--- src/rtl/write_buffer_pkg.sv ---
// Shared types and defaults for the pixel write-back buffer.
package write_buffer_pkg;
   typedef enum logic [1:0] {WB_FILL, WB_DRAIN, WB_DONE} wb_state_t;
   localparam int PIXEL_W_DEF     = 24;
   localparam int ADDR_STRIDE_DEF = 4;
endpackage

--- src/rtl/write_buffer_pixel_store.sv ---
// DEPTH x PIXEL_W register file: one synchronous write port, one async read port.
// Write lands on the clock edge; read reflects stored contents combinationally, no backpressure.
module pixel_store #(
   parameter int DEPTH   = 8,
   parameter int PIXEL_W = 24,
   parameter int AW      = $clog2(DEPTH)
) (
   input  logic               clk,
   input  logic               rst,
   input  logic               we_i,
   input  logic [AW-1:0]      waddr_i,
   input  logic [PIXEL_W-1:0] wdata_i,
   input  logic [AW-1:0]      raddr_i,
   output logic [PIXEL_W-1:0] rdata_o
);
   logic [PIXEL_W-1:0] mem_q [DEPTH];

   always_ff @(posedge clk) begin
      if (rst) begin
         for (int i = 0; i < DEPTH; i++) mem_q[i] <= '0;
      end else if (we_i) begin
         mem_q[waddr_i] <= wdata_i;
      end
   end

   assign rdata_o = mem_q[raddr_i];
endmodule

--- src/rtl/write_buffer.sv ---
// Collects DEPTH pixels (or fewer on flush) and drains them as single-beat Avalon writes at consecutive addresses.
// First write request 1 cycle after the filling pixel/flush; waitrequest holds the beat, ready=0 outside FILL.
module write_buffer
   import write_buffer_pkg::*;
#(
   parameter int DEPTH       = 8,
   parameter int PIXEL_W     = PIXEL_W_DEF,
   parameter int ADDR_W      = 32,
   parameter int ADDR_STRIDE = ADDR_STRIDE_DEF
) (
   input  logic               clk,
   input  logic               rst,
   input  logic               addr_load,
   input  logic [ADDR_W-1:0]  base_addr,
   input  logic               pixel_valid,
   input  logic [PIXEL_W-1:0] pixel_in,
   input  logic               flush,
   output logic               ready,
   output logic               master_write,
   output logic [ADDR_W-1:0]  master_address,
   output logic [PIXEL_W-1:0] master_writedata,
   input  logic               master_waitrequest,
   output logic               done_write,
   output logic               busy
);
   localparam int PW = $clog2(DEPTH);
   localparam int CW = PW + 1;

   wb_state_t         state_q, state_d;
   logic [CW-1:0]     count_q, count_d;
   logic [PW-1:0]     wr_ptr_q, wr_ptr_d, rd_ptr_q, rd_ptr_d;
   logic [ADDR_W-1:0] cur_addr_q, cur_addr_d;
   logic              ready_q, master_write_q, busy_q, done_q;
   logic              accept;

   assign accept = pixel_valid && ready_q;

   always_comb begin
      state_d    = state_q;
      count_d    = count_q;
      wr_ptr_d   = wr_ptr_q;
      rd_ptr_d   = rd_ptr_q;
      cur_addr_d = cur_addr_q;
      unique case (state_q)
         WB_FILL: begin
            if (addr_load) cur_addr_d = base_addr;
            if (accept) begin
               wr_ptr_d = wr_ptr_q + PW'(1);
               count_d  = count_q + CW'(1);
            end
            // count_d already includes a pixel accepted alongside the flush
            if (count_d == CW'(DEPTH) || (flush && count_d != '0)) state_d = WB_DRAIN;
         end
         WB_DRAIN: begin
            if (!master_waitrequest) begin
               rd_ptr_d   = rd_ptr_q + PW'(1);
               cur_addr_d = cur_addr_q + ADDR_W'(ADDR_STRIDE);
               count_d    = count_q - CW'(1);
               if (count_q == CW'(1)) state_d = WB_DONE;
            end
         end
         WB_DONE: begin
            state_d  = WB_FILL;
            count_d  = '0;
            wr_ptr_d = '0;
            rd_ptr_d = '0;
         end
         default: state_d = WB_FILL;
      endcase
   end

   // Outputs are registered from next state so no input reaches them combinationally
   always_ff @(posedge clk) begin
      if (rst) begin
         state_q        <= WB_FILL;
         count_q        <= '0;
         wr_ptr_q       <= '0;
         rd_ptr_q       <= '0;
         cur_addr_q     <= '0;
         ready_q        <= 1'b1;
         master_write_q <= 1'b0;
         busy_q         <= 1'b0;
         done_q         <= 1'b0;
      end else begin
         state_q        <= state_d;
         count_q        <= count_d;
         wr_ptr_q       <= wr_ptr_d;
         rd_ptr_q       <= rd_ptr_d;
         cur_addr_q     <= cur_addr_d;
         ready_q        <= (state_d == WB_FILL) && (count_d < CW'(DEPTH));
         master_write_q <= (state_d == WB_DRAIN);
         busy_q         <= (state_d == WB_DRAIN);
         done_q         <= (state_d == WB_DONE);
      end
   end

   pixel_store #(.DEPTH(DEPTH), .PIXEL_W(PIXEL_W), .AW(PW)) u_store (
      .clk     (clk),
      .rst     (rst),
      .we_i    (accept),
      .waddr_i (wr_ptr_q),
      .wdata_i (pixel_in),
      .raddr_i (rd_ptr_q),
      .rdata_o (master_writedata)
   );

   assign ready          = ready_q;
   assign master_write   = master_write_q;
   assign master_address = cur_addr_q;
   assign busy           = busy_q;
   assign done_write     = done_q;
endmodule

--- config.mk ---
export PLATFORM = sky130hd
export DESIGN_NAME = write_buffer
export DESIGN_NICKNAME = d
export VERILOG_FILES = /design/src/rtl/write_buffer_pkg.sv /design/src/rtl/write_buffer_pixel_store.sv /design/src/rtl/write_buffer.sv
export SDC_FILE = /design/constraint.sdc
export NUM_CORES = 1
export LEC_CHECK = 0
export ABC_CLOCK_PERIOD_IN_PS = 4200
export BUFFER_PORTS_ARGS = -buffer_cell sky130_fd_sc_hd__buf_2
export CAP_MARGIN = 20
export CELL_PAD_IN_SITES_DETAIL_PLACEMENT = 1
export CELL_PAD_IN_SITES_GLOBAL_PLACEMENT = 1
export CORE_MARGIN = 2
export CORE_UTILIZATION = 48
export CTS_CLUSTER_DIAMETER = 50
export CTS_CLUSTER_SIZE = 12
export DETAILED_ROUTE_END_ITERATION = 8
export PLACE_DENSITY = 0.9
export SLEW_MARGIN = 20
export SYNTH_ARGS = -nofsm -noshare
export SYNTH_HDL_FRONTEND = slang
export SYNTH_SLANG_ARGS = --single-unit
--- constraint.sdc ---
create_clock -name clk -period 4.2 [get_ports clk]
set_input_delay 0.21 -clock clk [delete_from_list [all_inputs] [get_ports clk]]
set_output_delay 0.21 -clock clk [all_outputs]
set_load 0.05 [all_outputs]
==> results.toml <==
[floorplan]
die_y_um = 159
core_um2 = 23500
dieArea_um2 = 25200
rows = 56
die_x_um = 159
start_util_pct = 48.9
io_pins = 122

[min_path]
hold_class = "input port to register"
hp-start = "base_addr[19]"
whs_path_depth = 3
min_to = "master_address[19]"

[worst_setup_path]
criticalPathCategory = "register to output port"
r2r_slack_ns = 1.44
r2r_cells = 5
worstPathMaxFanout = 32
required_ns = 3.99
regToRegEndpoint = "master_address[11]"
end_kind = "output port"
reg2reg_from = "state_q[0]"
cp_data_arrival_time_ns = 2.83
cp-start-kind = "register"

[logic_synthesis]
yosysSeqAreaShare_pct = 59.0
async_flop_share_pct = 0
synth_compound_area_share_pct = 6.54
avgSynthCellArea_um2 = 12.9
yosysWarningCount = 0
syn_nets = 956
synth_seq_cells = 242
synth_adder_area_share_pct = 0.654
synth_xor_area_share_pct = 0.153
synthFlopType = "edfxtp_1"
synthSimpleGateAreaFrac_pct = 18.9
synth_cells = 888
synth_cell_types = 67
synth-edff-count = 192
synth_top_family_by_area = "simple AND/OR/NAND/NOR gates"
synthesis.area_um2 = 11500
muxShareOfSynthArea_pct = 12.3

[detailed_routing]
met3WireLength_mm = 1.88
drt-pass1-iter-count = 5
via_count = 7945
top_layer_used = "met4"
dr_wl_met2_mm = 17.2
wl_met1_mm = 12.9
drt-initial-drc-count = 561
routed_via_density = 5.87
wl_per_cell_um = 24.1
drcViolationCount = 0
ant_nets = 0
wl_mm = 32.7

[global_routing]
first_global_vias = 8787
grt_pass1_wl_mm = 50.5
grtUsageTotal_pct = 26.6
overflow = 0
antenna_found_initial = 1
grt_max_degree = 53

[clock_tree]
root_buffer = "clkbuf_16"
clock-sinks = 242
clock_latency_ns = 0.53
path_clk_slew_ns = 0.06
cts_resized = 0
clk_path_buf_depth = 3
cts_tree = "done"
cts_made_buffers = 29
htree_num_levels = 1

[sta]
rsz0062_at_grt = "false"
fin_crit_ns = 3.04
max_freq_ghz = 0.329
fin_crit_sh_pct = 72.3
worst_slew_pin_slew_ns = 1.11
slew_headroom_pct = 25.5
setup_viol = 0
layout_setup_ws_ns = 1.16
fin_setup_tns_ns = 0
finClkSkew_ns = 0.00936
finalMaxSlewViolations = 0
hold_viol = 0

[placement]
dpl_cell_area_um2 = 12400
dp_hpwl_mm = 20.0
io_buffers = 121
routabilityCongestion = 0.804
place_ws_ns = 1.43

[final_layout]
n_fill_cell = 2348
syn2layout_area_growth_pct = 17.3
final_cell_area_um2 = 13500
final_core_util_pct = 57.3
nets = 1080
drive_gt1_share_pct = 27.9
n_antenna_cell = 0

[power]
total_leakage_power_nw = 5.16
peakVddDrop_uv = 349
powerDensity_nw_per_um2 = 564

[run_status]
status = "finished, final reports clean"

[flow_run]
maxCapViolations = 0
-- through the flow --
stage	cells	power (mW)	hold WS, ns
after global routing	1353	7.89	0.0476
after detailed placement	1288	5.21	0.454
final	1353	7.59	0.0365
after floorplan	888	4.64	0.344
after CTS	1352	7.60	0.0138
after global placement	1288	5.11	0.447
-- report_power, final --
group	total, mW	internal [mW]	switching (mW)
clock network	2.37	1.38	0.994
registers	3.11	2.84	0.273
logic	2.11	0.694	1.41
-- worst max-delay path, stage by stage, from the launching register on --
cell and delay [ns]:
dfxtp_2 0.96, buf_4 0.43, mux4_2 0.41, mux2_2 0.28, buf_2 0.21
-- cell usage after synthesis (2+ instances only) --
| cell | instances | share of area [%] |
|---|---|---|
| a211oi_1 | 6 | 0.39 |
| a21o_1 | 4 | 0.26 |
| a21oi_1 | 31 | 1.4 |
| a22o_1 | 2 | 0.15 |
| a22oi_1 | 5 | 0.33 |
| a2bb2oi_1 | 3 | 0.23 |
| a311oi_1 | 3 | 0.23 |
| a31oi_1 | 8 | 0.44 |
| a32o_1 | 3 | 0.26 |
| and2_1 | 198 | 11 |
| and3_1 | 12 | 0.65 |
| buf_1 | 2 | 0.065 |
| buf_2 | 14 | 0.61 |
| clkbuf_1 | 42 | 1.4 |
| dfxtp_1 | 50 | 8.7 |
| edfxtp_1 | 192 | 50 |
| ha_1 | 6 | 0.65 |
| inv_1 | 7 | 0.23 |
| mux2_2 | 25 | 2.5 |
| mux2i_1 | 5 | 0.44 |
| mux4_2 | 48 | 9.4 |
| nand2_1 | 38 | 1.2 |
| nand2b_1 | 5 | 0.27 |
| nand3_1 | 20 | 0.87 |
| nand4_1 | 9 | 0.49 |
| nand4_2 | 2 | 0.22 |
| nand4b_1 | 3 | 0.23 |
| nor2_1 | 49 | 1.6 |
| nor2b_1 | 2 | 0.11 |
| nor3_1 | 16 | 0.70 |
| nor4_1 | 4 | 0.22 |
| nor4b_1 | 2 | 0.15 |
| o21ai_0 | 32 | 1.4 |
| o31ai_1 | 4 | 0.26 |
| o32ai_1 | 2 | 0.15 |
| or2_2 | 2 | 0.11 |
| xnor2_1 | 2 | 0.15 |
-- worst max path at each step --
stage | startpoint | to | slack (ns)
floorplan | ready | u_store.mem_q[3][0] | 0.81
global placement | rst | u_store.mem_q[1][10] | 1.64
detailed placement | rst | u_store.mem_q[1][11] | 1.43
CTS | register | master_writedata[10] | 1.13
global route | register | master_writedata[2] | 1.06
finish | register | master_writedata[15] | 1.16
-- kinds of logic (layout without fill, tap and decap cells) --
group | after synthesis | in the layout
simple gates | 376 | 376
flops | 242 | 242
mux | 78 | 78
fa+ha+maj | 6 | 6
compound gates | 116 | 116
buf+inv | 68 | 214
xor+xnor | 2 | 2
-- registers in the layout, summed over array words and instances (netlist names), named ones only --
signal,flops
master_address,32
wr_ptr_q,3
state_q,2
u_store.mem_q,192
ready,1
rd_ptr_q,3
done_write,1
busy,1
count_q,4
-- layer usage --
layer,vias to the layer above,track usage [%]
met5,-,0
met4,0,6.74
met3,52,4.41
met2,282,49.1
met1,4067,32.2
li1,3544,-
-- area by class of cell --
cell class / instances / area [um^2] / area share (%)
Inverter: 8 / 30.0 / 0.223
Clock buffer: 39 / 783 / 5.82
Sequential cell: 242 / 6770 / 50.3
Clock inverter: 14 / 114 / 0.846
Multi-Input combinational cell: 578 / 4460 / 33.2
Timing Repair Buffer: 153 / 893 / 6.64
Tap cell: 319 / 399 / 2.97
-- layout by cell type, fill, tap and decap left out, drive strengths merged, types with 4 or more instances in the layout --
cell,instances
nand3,21
nand4b,4
clkbuf,39
a21oi,31
dlygate4sd3,11
o21ai,32
a22oi,5
nand4,11
mux4,48
nand2,39
edfxtp,192
inv,12
mux2,25
and2,199
nor3,18
dfxtp,50
buf,142
nor2,50
nand2b,5
clkinv,8
nor4,5
mux2i,5
a31oi,8
and3,13
a21o,4
o31ai,4
a211oi,6
ha,6
-- what timing repair did --
action	in CTS	in global routing
hold buffers	11	0
endpoints found under the hold margin	11	0
setup buffers	0	0
Power figures use the tool's default switching activity.
